[src/rtl/fb_mem_arbiter.sv]
// rtl/fb_mem_arbiter.sv - framebuffer RAM arbiter: scanout priority, round-robin host write/read, optional clear engine (FB_ARB_CLEAR_EN)
module fb_mem_arbiter #(
  parameter int ADDR_W = 15,
  parameter int DATA_W = 3,
  parameter int DEPTH  = 19200
) (
  input  logic              clk,
  input  logic              rst,
  input  logic              scan_req,
  input  logic [ADDR_W-1:0] scan_addr,
  output logic [DATA_W-1:0] scan_data,
  output logic              scan_valid,
  input  logic              wr_valid,
  output logic              wr_ready,
  input  logic [ADDR_W-1:0] wr_addr,
  input  logic [DATA_W-1:0] wr_data,
  input  logic              rd_valid,
  output logic              rd_ready,
  input  logic [ADDR_W-1:0] rd_addr,
  output logic [DATA_W-1:0] rd_rdata,
  output logic              rd_rvalid,
`ifdef FB_ARB_CLEAR_EN
  input  logic              clr_start,
  input  logic [DATA_W-1:0] clr_color,
  output logic              clr_busy,
`endif
  output logic [ADDR_W-1:0] mem_addr,
  output logic              mem_we,
  output logic [DATA_W-1:0] mem_wdata,
  input  logic [DATA_W-1:0] mem_rdata
);

  typedef enum logic {RR_WRITE, RR_READ} rr_t;
  typedef enum logic [1:0] {TAG_NONE, TAG_SCAN, TAG_HRD} tag_t;

  localparam logic [ADDR_W:0] DEPTH_L = DEPTH[ADDR_W:0];

  rr_t  rr_last, rr_next;
  tag_t tag1, tag2;
  logic oor1, oor2;
  logic grant_scan, grant_wr, grant_rd, grant_clr;
  logic scan_in, wr_in, rd_in;

  assign scan_in = ({1'b0, scan_addr} < DEPTH_L);
  assign wr_in   = ({1'b0, wr_addr}   < DEPTH_L);
  assign rd_in   = ({1'b0, rd_addr}   < DEPTH_L);

`ifdef FB_ARB_CLEAR_EN
  typedef enum logic {CLR_IDLE, CLR_BUSY} clr_state_t;
  localparam logic [ADDR_W-1:0] LAST_ADDR = ADDR_W'(DEPTH - 1);

  clr_state_t        clr_state, clr_state_next;
  logic [ADDR_W-1:0] clr_cnt, clr_cnt_next;
  logic [DATA_W-1:0] clr_color_q, clr_color_next;

  assign clr_busy = (clr_state == CLR_BUSY);

  // Clear engine state register; reset aborts any clear in progress.
  always_ff @(posedge clk) begin
    if (rst) begin
      clr_state   <= CLR_IDLE;
      clr_cnt     <= '0;
      clr_color_q <= '0;
    end else begin
      clr_state   <= clr_state_next;
      clr_cnt     <= clr_cnt_next;
      clr_color_q <= clr_color_next;
    end
  end

  // Clear engine next state: one location per cycle the scanout leaves free.
  always_comb begin
    clr_state_next = clr_state;
    clr_cnt_next   = clr_cnt;
    clr_color_next = clr_color_q;
    case (clr_state)
      CLR_IDLE: begin
        if (clr_start) begin
          clr_state_next = CLR_BUSY;
          clr_cnt_next   = '0;
          clr_color_next = clr_color;
        end
      end
      CLR_BUSY: begin
        if (!scan_req) begin
          if (clr_cnt == LAST_ADDR) clr_state_next = CLR_IDLE;
          else clr_cnt_next = clr_cnt + 1'b1;
        end
      end
      default: clr_state_next = CLR_IDLE;
    endcase
  end
`endif

  // Grant decision: scanout first, then clear engine, then host round-robin.
  always_comb begin
    grant_scan = 1'b0;
    grant_wr   = 1'b0;
    grant_rd   = 1'b0;
    grant_clr  = 1'b0;
    rr_next    = rr_last;
    if (!rst) begin
      if (scan_req) begin
        grant_scan = 1'b1;
`ifdef FB_ARB_CLEAR_EN
      end else if (clr_busy) begin
        grant_clr = 1'b1;
`endif
      end else if (wr_valid && rd_valid) begin
        if (rr_last == RR_READ) grant_wr = 1'b1;
        else grant_rd = 1'b1;
      end else if (wr_valid) begin
        grant_wr = 1'b1;
      end else if (rd_valid) begin
        grant_rd = 1'b1;
      end
      if (grant_wr) rr_next = RR_WRITE;
      if (grant_rd) rr_next = RR_READ;
    end
  end

  assign wr_ready = grant_wr;
  assign rd_ready = grant_rd;

  // Issue the granted op onto the RAM port and start its read tag.
  always_ff @(posedge clk) begin
    if (rst) begin
      mem_addr  <= '0;
      mem_we    <= 1'b0;
      mem_wdata <= '0;
      rr_last   <= RR_READ;
      tag1      <= TAG_NONE;
      oor1      <= 1'b0;
      tag2      <= TAG_NONE;
      oor2      <= 1'b0;
    end else begin
      mem_we  <= 1'b0;
      tag1    <= TAG_NONE;
      oor1    <= 1'b0;
      rr_last <= rr_next;
      if (grant_scan) begin
        mem_addr <= scan_addr;
        tag1     <= TAG_SCAN;
        oor1     <= !scan_in;
      end else if (grant_wr) begin
        mem_addr  <= wr_addr;
        mem_wdata <= wr_data;
        mem_we    <= wr_in;
      end else if (grant_rd) begin
        mem_addr <= rd_addr;
        tag1     <= TAG_HRD;
        oor1     <= !rd_in;
`ifdef FB_ARB_CLEAR_EN
      end else if (grant_clr) begin
        mem_addr  <= clr_cnt;
        mem_wdata <= clr_color_q;
        mem_we    <= 1'b1;
`endif
      end
      tag2 <= tag1;
      oor2 <= oor1;
    end
  end

  // Route returning RAM data to its requester; out-of-range reads return 0.
  always_ff @(posedge clk) begin
    if (rst) begin
      scan_valid <= 1'b0;
      scan_data  <= '0;
      rd_rvalid  <= 1'b0;
      rd_rdata   <= '0;
    end else begin
      scan_valid <= (tag2 == TAG_SCAN);
      rd_rvalid  <= (tag2 == TAG_HRD);
      if (tag2 == TAG_SCAN) scan_data <= oor2 ? '0 : mem_rdata;
      if (tag2 == TAG_HRD)  rd_rdata  <= oor2 ? '0 : mem_rdata;
    end
  end

endmodule

[config.mk]
export PLATFORM = sky130hd
export DESIGN_NAME = fb_mem_arbiter
export DESIGN_NICKNAME = d
export VERILOG_FILES = /design/src/rtl/fb_mem_arbiter.sv
export SDC_FILE = /design/constraint.sdc
export NUM_CORES = 1
export LEC_CHECK = 0
export ABC_CLOCK_PERIOD_IN_PS = 3410
export CORE_ASPECT_RATIO = 1.75
export CORE_UTILIZATION = 43
export CTS_CLUSTER_DIAMETER = 50
export DETAILED_ROUTE_END_ITERATION = 12
export PLACE_DENSITY_LB_ADDON = 0.08
export SYNTH_ARGS = -nofsm -noshare
export SYNTH_HDL_FRONTEND = slang
export SYNTH_SLANG_ARGS = --single-unit
[constraint.sdc]
create_clock -name clk -period 3.41 [get_ports clk]
set_input_delay 0.682 -clock clk [delete_from_list [all_inputs] [get_ports clk]]
set_output_delay 0.682 -clock clk [all_outputs]
set_load 0.05 [all_outputs]
==> out/qor.yml, run 1 <==
setup_path:
  path_buf_inv: 2
  slowest_delay_ns: 0.59
  critPathLaunchType: "input pin"
  cpMaxStageDelayCell: "clkdlybuf4s50_1"
  critPathRequiredTime_ns: 2.73
  crit_fanout: 6
  path_class: "in2out"
  cp_top_family: "buffers and inverters"
  end_kind: "primary output"
  cp.arrival_ns: 2.13
  cp_cell_sequence: "clkdlybuf4s50_1 > nand2b_1 > a211oi_1 > buf_12"
  r2r_setup_slack_ns: 2.08
cts:
  root_buffer: "clkbuf_8"
  hold_buffers: 0
  cts_htree_levels: 2
  cts_tree: "done"
  cts_made_buffers: 5
  cts_max_path_buffers: 2
  clkTransAtPathRegs_ns: 0.07
  clk_latency_ns: 0.29
  clock_sinks: 34
  post_cts_buffers: 0
  cts_resized: 0
grt:
  antenna_found_initial: 0
  first_global_vias: 1777
  grt_max_degree: 34
  track_usage_pct: 24.3
  grt_pass1_wl_um: 7850
  grt_overflow: 0
die:
  rows: 30
  die-area_um2: 4250
  start_util_pct: 44.8
  core_um2: 3830
  ios: 85
  die_width_um: 49.7
  die_y_um: 85.5
synthesis:
  seq_area_frac_synth_pct: 39.7
  synth_cells: 202
  synthFlopType: "dfxtp_1"
  syn_avg_cell_area_um2: 8.49
  synth_area_leaders: "dfxtp_1 40%, nor2b_1 9.5%, a311oi_1 6.1%"
  mappedNetlistNets: 258
  ys_types: 29
  yosys.area.top_type: "dfxtp_1"
  syn_area_um2: 1710
  synthArstFlopShare_pct: 0
  synth_warnings: 0
  ys_ff_latch: 34
  yosysMostFrequentCell: "dfxtp_1"
  yosys.area.top_type_share_pct: 39.7
  synth_edf_count: 0
  ys_top_cells_by_count: "34 x dfxtp_1, 26 x nor2b_1, 21 x nor2_1"
route:
  routed_wl_um: 4960
  dr_total_vias: 1842
  drc: 0
  ant_nets: 0
  drt_iter0_markers: 50
  post_drt_wl_per_cell_um: 14.9
  vias_per_cell: 5.53
  drt_pass1_iterations: 4
sta:
  finalCritPeriodShare_pct: 82.4
  hold_violations: 0
  setup_viol: 0
  tightest_slew_ns: 0.673
  slew_violations: 0
  hold_ws_ns: 0.440
  fin_tns_setup_ns: 0
  period_needed_ns: 2.81
  clock_skew_ns: 0.00479
  rsz0062_at_grt: "no"
  max-slew-margin-rel_pct: 55.1
  max_freq_mhz: 356
placement:
  io_buffers: 84
  place_congestion: 0.938
  hpwlAfterDp_um: 3590
worst_hold_path:
  hold_path_class: "reg2reg"
final_layout:
  antenna_cells: 0
  drive_above_1_share_pct: 8.42
  syn2layout_area_growth_pct: 57.7
  nets: 340
pwr:
  p_leak_nw: 1.01
  p_per_area_nw_per_um2: 400
  vdd.ir_drop.worst_mv: 0.269
run_status:
  outcome: "completed"
job:
  drv_cap: 0
[flip-flops by register name (all words and copies together), names as in the netlist]
register    flops
mem_addr       15
tag1            2
rr_last         1
oor2            1
mem_we          1
rd_rdata        3
oor1            1
rd_rvalid       1
scan_valid      1
scan_data       3
mem_wdata       3
tag2            2
[worst reg2reg max path, cell delays in order (launching register included)]
cell and delay [ns]:
dfxtp_1 0.44, a21boi_1 0.22, a211o_1 0.33, a311oi_1 0.26
[per-layer routing]
| layer | wire (um) | vias up | track usage, % |
|---|---|---|---|
| li1 | - | 879 | - |
| met2 | 2640 | 86 | 44.2 |
| met3 | 304 | 17 | 4.96 |
| met4 | 172 | 0 | 11.9 |
| met5 | 0 | - | 0 |
| met1 | 1850 | 860 | 25.8 |
[area by class of cell]
cell class	instances	area, um^2
Fill cell	327	1120
Multi-Input combinational cell	146	917
Timing Repair Buffer	90	906
Sequential cell	34	681
Clock buffer	5	68.8
Tap cell	48	60.1
Clock inverter	3	45.0
Inverter	7	26.3
[stage by stage]
| step | cell area (um^2) | setup slack (ns) | cells | utilization, % | power, mW |
|---|---|---|---|---|---|
| after floorplan | 1710 | 0.636 | 202 | - | 0.591 |
| after global placement | 2590 | 0.669 | 325 | 67.6 | 0.717 |
| after detailed placement | 2590 | 0.629 | 325 | 67.6 | 0.718 |
| after CTS | 2700 | 0.606 | 333 | 70.6 | 1.09 |
| after global routing | 2700 | 0.543 | 333 | 70.6 | 1.12 |
| final | 2700 | 0.602 | 333 | 70.6 | 1.08 |
[kinds of logic (layout without fill, tap and decap cells)]
group	after synthesis	in the layout	share of synthesized area (%)
compound gates	63	63	25.9
buf+inv	22	105	6.79
flops	34	34	39.7
mux	6	6	3.50
simple gates	77	77	24.1
[worst paths after layout]
kind | start | end | cells after the start
max | rd_valid | rd_ready | 4
max reg2reg | rr_last | mem_addr[11] | 3
min reg2reg | tag1[1] | tag2[1] | 1
min | tag1[1] | tag2[1] | 1
[power by group]
| group | total, mW | switching [mW] | internal (mW) | leakage, nW |
|---|---|---|---|---|
| clock | 0.372 | 0.155 | 0.217 | 0.0504 |
| combinational | 0.278 | 0.149 | 0.130 | 0.682 |
| sequential | 0.432 | 0.0126 | 0.419 | 0.279 |
| total | 1.08 | 0.316 | 0.766 | 1.01 |
[cells in the final DEF, fill, tap and decap left out, types with 2 or more instances in the layout]
cell type        instances
a211o_1                  9
nor2b_1                 26
o21ai_0                 19
nand2b_1                 2
clkdlybuf4s50_1         82
nor2_2                   3
a21o_1                   2
clkbuf_8                 5
buf_4                    6
nor2_1                  21
nand3_1                 12
inv_1                    7
a311oi_1                12
a211oi_1                 3
nand2_1                  7
clkinvlp_4               2
buf_12                   2
a21oi_1                 13
mux2i_1                  6
a311oi_2                 3
dfxtp_1                 34
Power figures use the tool's default switching activity.
==> run 2: changes to the inputs <==
--- a/config.mk
+++ b/config.mk
@@ -5,9 +5,9 @@
 export SDC_FILE = /design/constraint.sdc
 export NUM_CORES = 1
 export LEC_CHECK = 0
-export ABC_CLOCK_PERIOD_IN_PS = 3410
+export ABC_CLOCK_PERIOD_IN_PS = 2700
 export CORE_ASPECT_RATIO = 1.75
-export CORE_UTILIZATION = 43
+export CORE_UTILIZATION = 40
 export CTS_CLUSTER_DIAMETER = 50
 export DETAILED_ROUTE_END_ITERATION = 12
 export PLACE_DENSITY_LB_ADDON = 0.08
==> constraint.sdc (replaced) <==
create_clock -name clk -period 2.7 [get_ports clk]
set_input_delay 0.54 -clock clk [delete_from_list [all_inputs] [get_ports clk]]
set_output_delay 0.54 -clock clk [all_outputs]
set_load 0.05 [all_outputs]
==> out/qor.yml, run 2 (synthesis gave the netlist of run 1 again) <==
worst_hold_path:
  hp-start: "oor1"
  hold_path_class: "reg2reg"
placement:
  placed_cell_area_um2: 2600
  hpwlAfterDp_um: 3890
  post-place-ws_ns: 0.261
  place_congestion: 0.840
  io_buffers: 84
  dp.cells: 327
sta:
  setup_viol: 0
  max-slew-margin-rel_pct: 56.1
  rsz0062_at_grt: "no"
  setup_slack_ns: 0.353
  slew_violations: 0
  hold_violations: 0
  period_needed_ns: 2.35
  clock_skew_ns: 0.00239
  finalCritPeriodShare_pct: 86.9
  tightest_slew_ns: 0.659
  fin_tns_setup_ns: 0
  max_freq_mhz: 426
run_status:
  outcome: "completed"
final_layout:
  layout.area.seq_um2: 681
  multi_input_area_um2: 917
  fin_area_um2: 2690
  layout_common_cells: "82 x clkdlybuf4s50_1, 34 x dfxtp_1, 26 x nor2b_1"
  syn2layout_area_growth_pct: 57.2
  nets: 341
  fillerInstances: 386
  antenna_cells: 0
  layout_commonest_cell: "clkdlybuf4s50_1"
  drive_above_1_share_pct: 8.74
  regMostFlops: "mem_addr"
  finalNonFillerCells: 335
  largest_reg_flops: 15
setup_path:
  slowest_delay_ns: 0.46
  cp.arrival_ns: 1.81
  cp_top_family: "buffers and inverters"
  r2r_start: "rr_last"
  critPathLaunchType: "input pin"
  crit_start: "scan_req"
  critPathRequiredTime_ns: 2.16
  end_kind: "primary output"
  path_class: "in2out"
  cpMaxStageDelayCell: "a211oi_1"
  crit_fanout: 3
  cp_cell_sequence: "clkdlybuf4s50_1 > nand2b_1 > a211oi_1 > buf_12"
  path_buf_inv: 2
cts:
  clk_latency_ns: 0.28
  clock_sinks: 34
  cts_made_buffers: 5
  cts_max_path_buffers: 2
  clkTransAtPathRegs_ns: 0.07
  cts_tree: "done"
  post_cts_buffers: 0
  cts_resized: 0
  root_buffer: "clkbuf_8"
  hold_buffers: 0
  cts_htree_levels: 2
die:
  core_um2: 4110
  rows: 31
  die-area_um2: 4560
  ios: 85
  start_util_pct: 41.7
  die_width_um: 51.5
  die_y_um: 88.6
pwr:
  p_per_area_nw_per_um2: 479
  vdd.ir_drop.worst_mv: 0.292
  finalPower_mw: 1.29
  p_leak_nw: 1.01
route:
  vias_per_cell: 5.50
  drc: 0
  post_drt_wl_per_cell_um: 15.4
  routed_wl_um: 5160
  dr_total_vias: 1844
  drt_iter0_markers: 52
  ant_nets: 0
  drt_pass1_iterations: 4
grt:
  use_met3_pct: 4.98
  antenna_found_initial: 0
  use_met2_pct: 44.7
  grt_overflow: 0
  grt_busiest_layer: "met2"
  grt_max_degree: 33
  track_usage_pct: 24.4
  first_global_vias: 1858
  grtUsageMet1_pct: 25.6
  grt_pass1_wl_um: 8290
job:
  drv_cap: 0
-- run 2: metal layers --
layer / share of wire [%] / up-vias
met2: 54 / 97
met3: 6.7 / 15
met4: 2.9 / 0
met1: 36 / 849
li1: - / 883
met5: 0 / -
-- run 2: where the power goes --
group	switching (mW)	internal, mW	leakage [nW]
Clock	0.185	0.205	0.0472
Combinational	0.189	0.165	0.687
Sequential	0.0162	0.530	0.279
-- run 2: area by class of cell --
type / instances / share of cell area [%]
tap: 49 / 2.28
sequential: 34 / 25.3
timing repair buffer: 91 / 33.9
clock inverter: 2 / 0.464
inverter: 7 / 0.975
clock buffer: 6 / 3.07
multi-input combinational: 146 / 34.0
-- run 2: through the flow --
| step | hold WS [ns] | utilization [%] |
|---|---|---|
| floorplan | 0.414 | - |
| global placement | 0.420 | 63.2 |
| detailed placement | 0.429 | 63.2 |
| CTS | 0.442 | 65.5 |
| global route | 0.450 | 65.5 |
| finish | 0.441 | 65.5 |
-- run 2: worst register-to-register path, cell delays in order, from the launching register on --
cell	delay (ns)
dfxtp_1	0.43
a21boi_1	0.20
a211o_1	0.33
a311oi_1	0.27
-- run 2: worst paths after layout --
check	to	slack (ns)	cells past startpoint
worst max-delay path	rd_ready	0.35	4
worst min-delay path	oor2	0.44	1
worst max register to register	mem_addr[11]	1.37	3
worst min register to register	oor2	0.44	1
